File: config.mk
export PLATFORM = sky130hd
export DESIGN_NAME = fc_seq
export DESIGN_NICKNAME = d
export VERILOG_FILES = /design/src/rtl/fc_pkg.sv /design/src/rtl/fc_sign_sum.sv /design/src/rtl/fc_seq.sv
export SDC_FILE = /design/constraint.sdc
export NUM_CORES = 2
export LEC_CHECK = 0
export CAP_MARGIN = 20
export CORE_UTILIZATION = 59
export CTS_CLUSTER_DIAMETER = 120
export DETAILED_ROUTE_END_ITERATION = 12
export PLACE_DENSITY = 0.87
export SLEW_MARGIN = 5
export SYNTH_ARGS = -nofsm -noshare
export SYNTH_HDL_FRONTEND = slang
export SYNTH_HIERARCHICAL = 1
export SYNTH_SLANG_ARGS = --single-unit
File: constraint.sdc
create_clock -name clk -period 32.9 [get_ports clk]
set_clock_uncertainty 0.15 [all_clocks]
set_input_delay 3.29 -clock clk [delete_from_list [all_inputs] [get_ports clk]]
set_output_delay 3.29 -clock clk [all_outputs]
set_load 0.03 [all_outputs]
File: src/rtl/fc_pkg.sv
// Shared types and helpers for the time-multiplexed fully-connected classifier head.
package fc_pkg;

    typedef enum logic [1:0] {IDLE, RUN, DRAIN, DONE} fc_state_t;

    // Number of weight words streamed per image.
    function automatic int fc_n(input int ic, input int oc, input int par);
        return oc * (ic / par);
    endfunction

    // Index width for a counter of n values, never narrower than one bit.
    function automatic int fc_bits(input int n);
        return (n > 1) ? $clog2(n) : 1;
    endfunction

    // Clamp a wide signed accumulator into the signed w-bit range.
    function automatic logic signed [63:0] sat_w(input logic signed [63:0] acc, input int w);
        logic signed [63:0] hi;
        logic signed [63:0] lo;
        hi = (64'sd1 <<< (w - 1)) - 64'sd1;
        lo = -(64'sd1 <<< (w - 1));
        if (acc > hi) return hi;
        if (acc < lo) return lo;
        return acc;
    endfunction

endpackage

File: src/rtl/fc_sign_sum.sv
// PAR-lane conditional-negate adder: bit 1 adds the weight, bit 0 subtracts it.
module fc_sign_sum #(
    parameter int PAR  = 8,
    parameter int W    = 16,
    parameter int ACCW = 26
) (
    input  logic [PAR-1:0]          bits,
    input  logic [PAR*W-1:0]        wts,
    output logic signed [ACCW-1:0]  psum
);

    always_comb begin
        logic signed [W-1:0]    wj;
        logic signed [ACCW-1:0] lane;
        psum = '0;
        for (int j = 0; j < PAR; j++) begin
            wj   = wts[j*W +: W];
            // Widen before negating so the most negative weight flips exactly.
            lane = ACCW'(wj);
            psum = bits[j] ? (psum + lane) : (psum - lane);
        end
    end

endmodule

File: src/rtl/fc_seq.sv
// Sequential fully-connected classifier head: streams PAR weights per cycle,
// accumulates per class, saturates scores and tracks the argmax.
module fc_seq import fc_pkg::*; #(
    parameter int IC   = 288,
    parameter int OC   = 10,
    parameter int PAR  = 8,
    parameter int W    = 16,
    parameter int FRAC = 8,
    parameter int ACCW = W + $clog2(IC) + 1,
    localparam int AW  = fc_bits(fc_n(IC, OC, PAR)),
    localparam int CW  = fc_bits(OC)
) (
    input  logic              clk,
    input  logic              rst,
    input  logic              in_valid,
    output logic              in_ready,
    input  logic [IC-1:0]     img_in,
    output logic              w_en,
    output logic [AW-1:0]     w_addr,
    input  logic [PAR*W-1:0]  w_rdata,
    output logic              out_valid,
    input  logic              out_ready,
    output logic [OC*W-1:0]   scores,
    output logic [CW-1:0]     class_idx
);

    localparam int CHUNKS = IC / PAR;
    localparam int N      = fc_n(IC, OC, PAR);
    localparam int CHW    = fc_bits(CHUNKS);

    if (IC % PAR != 0) begin : g_bad_par
        $error("fc_seq: IC must be divisible by PAR");
    end
    if (FRAC >= W) begin : g_bad_frac
        $error("fc_seq: FRAC must be smaller than W");
    end

    fc_state_t              state_q, state_d;
    logic [IC-1:0]          img_q, img_d;
    logic [AW-1:0]          addr_q, addr_d;
    logic [CHW-1:0]         chunk_q, chunk_d;
    logic [CW-1:0]          oc_q, oc_d;
    logic                   rd_vld_q, rd_vld_d;
    logic                   rd_last_q, rd_last_d;
    logic [CHW-1:0]         rd_chunk_q, rd_chunk_d;
    logic [CW-1:0]          rd_oc_q, rd_oc_d;
    logic signed [ACCW-1:0] acc_q, acc_d;
    logic [OC*W-1:0]        scores_q, scores_d;
    logic signed [W-1:0]    best_q, best_d;
    logic [CW-1:0]          cls_q, cls_d;

    logic [PAR-1:0]         slice;
    logic signed [ACCW-1:0] psum;
    logic                   accept;
    logic                   last_addr;

    assign accept    = (state_q == IDLE) && in_valid;
    assign last_addr = (addr_q == AW'(N - 1));
    assign slice     = img_q[int'(rd_chunk_q)*PAR +: PAR];

    fc_sign_sum #(.PAR(PAR), .W(W), .ACCW(ACCW)) u_sign_sum (
        .bits (slice),
        .wts  (w_rdata),
        .psum (psum)
    );

    always_ff @(posedge clk) begin
        if (rst) begin
            state_q    <= IDLE;
            img_q      <= '0;
            addr_q     <= '0;
            chunk_q    <= '0;
            oc_q       <= '0;
            rd_vld_q   <= 1'b0;
            rd_last_q  <= 1'b0;
            rd_chunk_q <= '0;
            rd_oc_q    <= '0;
            acc_q      <= '0;
            scores_q   <= '0;
            best_q     <= '0;
            cls_q      <= '0;
        end else begin
            state_q    <= state_d;
            img_q      <= img_d;
            addr_q     <= addr_d;
            chunk_q    <= chunk_d;
            oc_q       <= oc_d;
            rd_vld_q   <= rd_vld_d;
            rd_last_q  <= rd_last_d;
            rd_chunk_q <= rd_chunk_d;
            rd_oc_q    <= rd_oc_d;
            acc_q      <= acc_d;
            scores_q   <= scores_d;
            best_q     <= best_d;
            cls_q      <= cls_d;
        end
    end

    always_comb begin
        state_d = state_q;
        case (state_q)
            IDLE:    if (in_valid)  state_d = RUN;
            RUN:     if (last_addr) state_d = DRAIN;
            DRAIN:                  state_d = DONE;
            DONE:    if (out_ready) state_d = IDLE;
            default:                state_d = IDLE;
        endcase
    end

    always_comb begin
        in_ready  = (state_q == IDLE);
        w_en      = (state_q == RUN);
        out_valid = (state_q == DONE);
        w_addr    = addr_q;
        scores    = scores_q;
        class_idx = cls_q;
    end

    // Read tag travels one cycle behind the address, aligned with w_rdata.
    always_comb begin
        logic signed [ACCW-1:0] sum;
        logic signed [W-1:0]    cand;
        img_d      = img_q;
        addr_d     = addr_q;
        chunk_d    = chunk_q;
        oc_d       = oc_q;
        acc_d      = acc_q;
        scores_d   = scores_q;
        best_d     = best_q;
        cls_d      = cls_q;
        rd_vld_d   = (state_q == RUN);
        rd_last_d  = (chunk_q == CHW'(CHUNKS - 1));
        rd_chunk_d = chunk_q;
        rd_oc_d    = oc_q;
        sum        = acc_q + psum;
        cand       = W'(sat_w(longint'(sum), W));

        if (accept) begin
            img_d   = img_in;
            addr_d  = '0;
            chunk_d = '0;
            oc_d    = '0;
            acc_d   = '0;
        end

        if (state_q == RUN) begin
            if (!last_addr) addr_d = addr_q + AW'(1);
            if (chunk_q == CHW'(CHUNKS - 1)) begin
                chunk_d = '0;
                oc_d    = oc_q + CW'(1);
            end else begin
                chunk_d = chunk_q + CHW'(1);
            end
        end

        if (rd_vld_q) begin
            if (rd_last_q) begin
                scores_d[int'(rd_oc_q)*W +: W] = cand;
                acc_d = '0;
                if (rd_oc_q == '0 || cand > best_q) begin
                    best_d = cand;
                    cls_d  = rd_oc_q;
                end
            end else begin
                acc_d = sum;
            end
        end
    end

endmodule

# Yosys cells after proc, flatten, opt, wreduce, memory -nomap -nowiden
# Index checks and enable logic that the tools add are counted.
# totals
register_bits	527
in_bits	420
out_inout_bits	176
wordCells	88
# op_classes
n_addsub	20
magnitude_cmp	3
n_eq_ne	8
n_shift	3
muxes	32
reduce_logical	9
# ops
operator	n
indexed part select 288 x 10 -> 8 bit	1
two-way mux 26 bit	11
adder 26 x 16 -> 26 bit	7
subtractor 26 x 16 -> 26 bit	7
bitwise mux 160 bit	1
variable shift 16 x 33 -> 160 bit, first input constant	1
indexed part select 16 x 33 -> 160 bit	1
two-way mux 16 bit	4
negator 8 -> 33 bit	1
two-way mux 9 bit	3
adder 26 bit	1
> comparator 26 x 16 -> 1 bit, second input constant	1
less-than comparator 26 x 16 -> 1 bit, second input constant	1
two-way mux 6 bit	3
subtractor 1 x 16 -> 17 bit, first input constant	1
> comparator 16 bit	1
two-way mux 4 bit	3
adder 9 x 1 -> 9 bit, second input constant	1
== test 9 bit, second input constant	1
one-hot mux 2 bit (4 select lines)	1
adder 6 x 1 -> 6 bit, second input constant	1
== test 6 bit, second input constant	1
two-way mux 2 bit	3
AND reduction 3 bit	2
12 further kinds	17

# Longest topological paths before layout
# logic_depth
depth_word	25
ltp_mapped	81
mapped_depth_nobuf	73

# By module
# The synthesis kept the hierarchy.
# by_module_without_submodules
module	n_inst	cells_per_inst	area_each_um2
fc_seq	1	3080	24984.0
fc_sign_sum	1	1531	10882.9

# Worst setup path before layout
# Ideal clock, no wire load.
# synth_path
path_type	input-to-reg
from	input w_rdata[16]
to	register best_q[11]
setup_time_ns	0.060
arrival_ns	16.655
required_time_ns	32.690
slack_ns	16.035
cell_stages	68
path_buffers	2
cell_sequence	inv_1 -> ha_1 -> mux2_2 -> fa_1 -> a21o_1 -> a21oi_1 -> o21bai_1 -> a21oi_1 -> o21ai_1 -> a221o_1 -> a21o_1 -> a211oi_1 -> nor2_1 -> ha_1 -> a22o_1 -> o41ai_4 -> xnor2_1 -> ha_1 -> (+32 left out) -> ha_1 -> or4_1 -> a21oi_1 -> nand4bb_1 -> buf_4 -> buf_6 -> nand2_2 -> nand2_1 -> ha_1 -> nor2b_1 -> o21a_1 -> o21a_1 -> o21ai_0 -> a211o_1 -> a221oi_2 -> nand2b_1 -> nor3b_1 -> a2111o_1
# synth_between
elab_chain_len	23
elab_cells_between_ends	33
classes_between	15 x add/sub; 3 x order compare; 13 x mux; 2 x reduce/logical
# synth_rtl
element	line_no	text
from (decl)	fc_seq.sv:20	input logic [PAR*W-1:0] w_rdata,
subtractor 26 x 16 -> 26 bit or adder 26 x 16 -> 26 bit (tied branches)	fc_sign_sum.sv:20	psum = bits[j] ? (psum + lane) : (psum - lane);
two-way mux 26 bit *	fc_sign_sum.sv:20	
subtractor 26 x 16 -> 26 bit or adder 26 x 16 -> 26 bit (tied branches)	fc_sign_sum.sv:20	
two-way mux 26 bit *	fc_sign_sum.sv:20	
subtractor 26 x 16 -> 26 bit or adder 26 x 16 -> 26 bit (tied branches)	fc_sign_sum.sv:20	
two-way mux 26 bit *	fc_sign_sum.sv:20	
subtractor 26 x 16 -> 26 bit or adder 26 x 16 -> 26 bit (tied branches)	fc_sign_sum.sv:20	
two-way mux 26 bit *	fc_sign_sum.sv:20	
(+6 left out)	-	
net psum[24]	fc_seq.sv:53	logic signed [ACCW-1:0] psum;
adder 26 bit *	fc_seq.sv:135	sum = acc_q + psum;
less-than comparator 26 x 16 -> 1 bit	fc_pkg.sv:23	if (acc < lo) return lo;
two-way mux 1 bit (2 in a row)	fc_pkg.sv:23	
two-way mux 16 bit	fc_pkg.sv:24	return acc;
two-way mux 16 bit *	fc_pkg.sv:23	
> comparator 16 bit	fc_seq.sv:160	if (rd_oc_q == '0 || cand > best_q) begin
logical OR 1 bit	fc_seq.sv:160	
AND reduction 3 bit (no source line)	-	
to (signal assigned)	fc_seq.sv:94	best_q <= best_d;
to (decl)	fc_seq.sv:49	logic signed [W-1:0] best_q, best_d;
# Mark *: on every way through the listed nets, which the timed path passes. The rest lies on a longest branch. The select of a mux whose other input is x is not followed.
# A chain may end at the register's enable or synchronous reset.

# Worst setup path in the final report
# layout_path
from	input w_rdata[16]
to	register best_q[8]
# The elaborated chain is that of the path after synthesis.

==> flow_summary.toml <==
[outcome]
status = "completed"

[logic_synthesis]
synth_area_um2 = 35900
synth_ff_type = "dfxtp_1"
yosys.cell_types.count = 114
synthMuxAreaShare_pct = 6.84
syn-num-nets = 5272
ys_seq_elements = 527
synthCells = 4611
synth-xor-area-share_pct = 7.41
yosys_warnings = 6
synth.area.top_cells = "dfxtp_1, nand2_1, a21oi_1"
async_flop_share_pct = 0
synth_top_cell_area_share_pct = 29.4
synthSimpleGateAreaFrac_pct = 23.7
yosys.area.top_type = "dfxtp_1"
synthAdderAreaFrac_pct = 8.57
synth_area_per_cell_um2 = 7.78
synth_edf_count = 0
yosysSeqAreaShare_pct = 29.4
synth_top_family_by_area = "simple AND/OR/NAND/NOR gates"
synth-compound-area-share_pct = 19.4

[sta]
setup_viol = 0
max_slew.worst_pin.slew_ns = 1.19
relSlewSlack_pct = 20.1
fin_crit_ns = 18.70
clock.fmax_mhz = 53.5
fin_tns_setup_ns = 0
rsz0062_at_grt = "false"
finalHoldViolCount = 0
drv_slew = 0
fin_crit_sh_pct = 56.9

[setup_path]
endpoint = "best_q[8]"
crit_family = "compound AO/OA/AOI/OAI gates"
reg2reg_slack_ns = 14.31
worst_setup_path_start_kind = "primary input"
cpMaxStageDelayCell = "nor3b_1"
reg2reg_from = "rd_chunk_q[0]"
path_max_fanout = 87
cp.depth = 66
critical_path_class = "primary input to flip-flop"
slowest_delay_ns = 0.81
required_ns = 33.29
arrival_ns = 19.09
cp-end-kind = "flip-flop"
crit_start = "w_rdata[16]"
crit_buf_inv = 4
cpMostUsedCell = "ha_1"
regToRegEndpoint = "best_q[8]"
r2r_cells = 69

[final_layout]
fillers = 4521
area_growth_pct = 23.4
seq_area_um2 = 10600
nets = 5694
drive_gt1_share_pct = 6.89
multiInputGateArea_um2 = 23700
final_area_um2 = 44300

[cts]
htreeDepth = 2
cts_resized = 0
cts_tree = "done"
path_clk_slew_ns = 0.06
postCtsHoldBufs = 0
cts_buffers = 56
cts_setup_buffers = 0
clk_latency_ns = 0.63
cts_max_path_buffers = 3
cts.sinks = 527
cts-root-buf = "clkbuf_16"

[floorplan]
fp.dieArea_um2 = 61800
coreArea_um2 = 60200
die_width_um = 249
io_pins = 596
start_util_pct = 59.5
fp-row-count = 90
die_h_um = 249

[global_route]
grt_max_degree = 230
grt_pass1_wl_um = 179000
grt_usage_pct = 35.5
globalRouteOverflowTotal = 0
grt_pass1_vias = 33700
antenna_found_initial = 18

[worst_hold_path]
holdPathStages = 2
hp-class = "flip-flop to flip-flop"

[placement]
dpl.hpwl_um = 84200
globalplace.congestion = 0.953
placement.io_buffers = 595
placed_area_um2 = 42200

[drt]
dr_total_vias = 36100
drc_errors = 0
route.met3.wl_um = 9600
drtIter0Drc = 3574
postRouteAntennaNets = 0
drt-met1-wl_um = 44600
dr.max_layer_used = "met5"
routed_wl_um = 115000
vias_per_cell = 6.14
routedWlPerCell_um = 19.6
drt-pass1-iter-count = 12
wl_met2_um = 54000

[flow_run]
maxCapViolations = 0
## worst min-delay path by stage
stage	from	end
final	img_q[243]	img_q[243]
after global routing	img_q[52]	img_q[52]
after CTS	img_q[24]	img_q[24]
after detailed placement	scores[142]	scores[142]
after global placement	scores[142]	scores[142]
after floorplan	img_q[112]	img_q[112]
## per-layer routing
layer / vias to the layer above / global-route usage [%]
met3: 395 / 6.67
li1: 17200 / -
met4: 2 / 20.3
met2: 1615 / 58.7
met5: - / 0
met1: 16800 / 43.5
## placed cells by master (no fill, tap or decap), types with 15 or more instances in the layout
cell type / synthesis / final
xor2_1: 144 / 142
nand3_1: 174 / 173
a21o_1: 70 / 70
inv_1: 133 / 133
and3_1: 26 / 26
a22oi_1: 23 / 23
diode_2: 0 / 18
nor3_1: 263 / 263
ha_1: 233 / 233
xnor2_1: 147 / 141
buf_4: 8 / 51
a21oi_1: 603 / 603
nand4_1: 32 / 32
mux2i_1: 23 / 23
o21ai_1: 30 / 30
nand2_1: 869 / 868
nor4_1: 28 / 27
o21ai_0: 105 / 105
or3_1: 15 / 15
a41oi_1: 45 / 45
nor2b_1: 40 / 39
a211oi_1: 33 / 33
nor2_1: 291 / 290
a31oi_1: 26 / 26
nand2b_1: 28 / 28
o21a_1: 24 / 24
mux2_2: 20 / 20
o21bai_1: 36 / 36
clkbuf_16: 0 / 57
dfxtp_1: 527 / 525
clkdlybuf4s50_1: 0 / 594
mux4_2: 88 / 88
## synth_stat cells, drive strengths merged (27+ instances only)
master and count:
nand2 873, a21oi 604, dfxtp 527, nor2 292, nor3 269, ha 233, clkbuf 213, nand3 175
xnor2 147, xor2 145, o21ai 137, inv 133, mux4 88, buf 72, a21o 71, a211oi 45
a41oi 45, nor2b 40, o21bai 37, nand4 34, nor4 34, nand2b 28, a31oi 27, and3 27
## state kept, by name, indices dropped and copies added (netlist names)
register and flops:
w_addr 9, img_q 288, state_q 2, scores 160, acc_q 26, rd_chunk_q 6
chunk_q 6, rd_last_q 1, oc_q 4, rd_vld_q 1, class_idx 4, best_q 16
rd_oc_q 4
## tightest hold or removal path, delay by kind of cell, from the launching register on
family / cells / cell delay, ns
and+or+nand+nor: 1 / 0.05
AOI/OAI and AO/OA: 1 / 0.05
DFF: 1 / 0.30
## layout make-up
type | instances | area share (%)
multi-input combinational | 3665 | 53.6
clock inverter | 35 | 1.05
antenna | 18 | 0.102
clock buffer | 70 | 3.54
tap | 782 | 2.21
sequential | 527 | 23.9
timing repair buffer | 649 | 14.5
inverter | 134 | 1.14
## kinds of logic (layout without fill, tap and decap cells)
group	count (synthesis)	after routing
buf+inv	419	888
flops	527	527
simple gates	1862	1862
xor+xnor	296	296
other cells	0	18
fa+ha+maj	241	241
compound gates	1134	1134
mux	132	132
## metrics by stage
stage / std cells / util (%) / hold WS (ns) / setup WS (ns)
2_1_floorplan: 4611 / - / 0.283 / 16.04
3_3_place_gp: 5757 / 70.0 / 0.284 / 14.07
3_5_place_dp: 5757 / 70.0 / 0.290 / 13.78
4_1_cts: 5862 / 73.4 / 0.301 / 14.36
5_1_grt: 5878 / 73.5 / 0.313 / 13.04
6_report: 5880 / 73.5 / 0.300 / 14.20
Power is not shown: default switching activity piles up to over one toggle a cycle in this logic, so the estimate is an artifact.
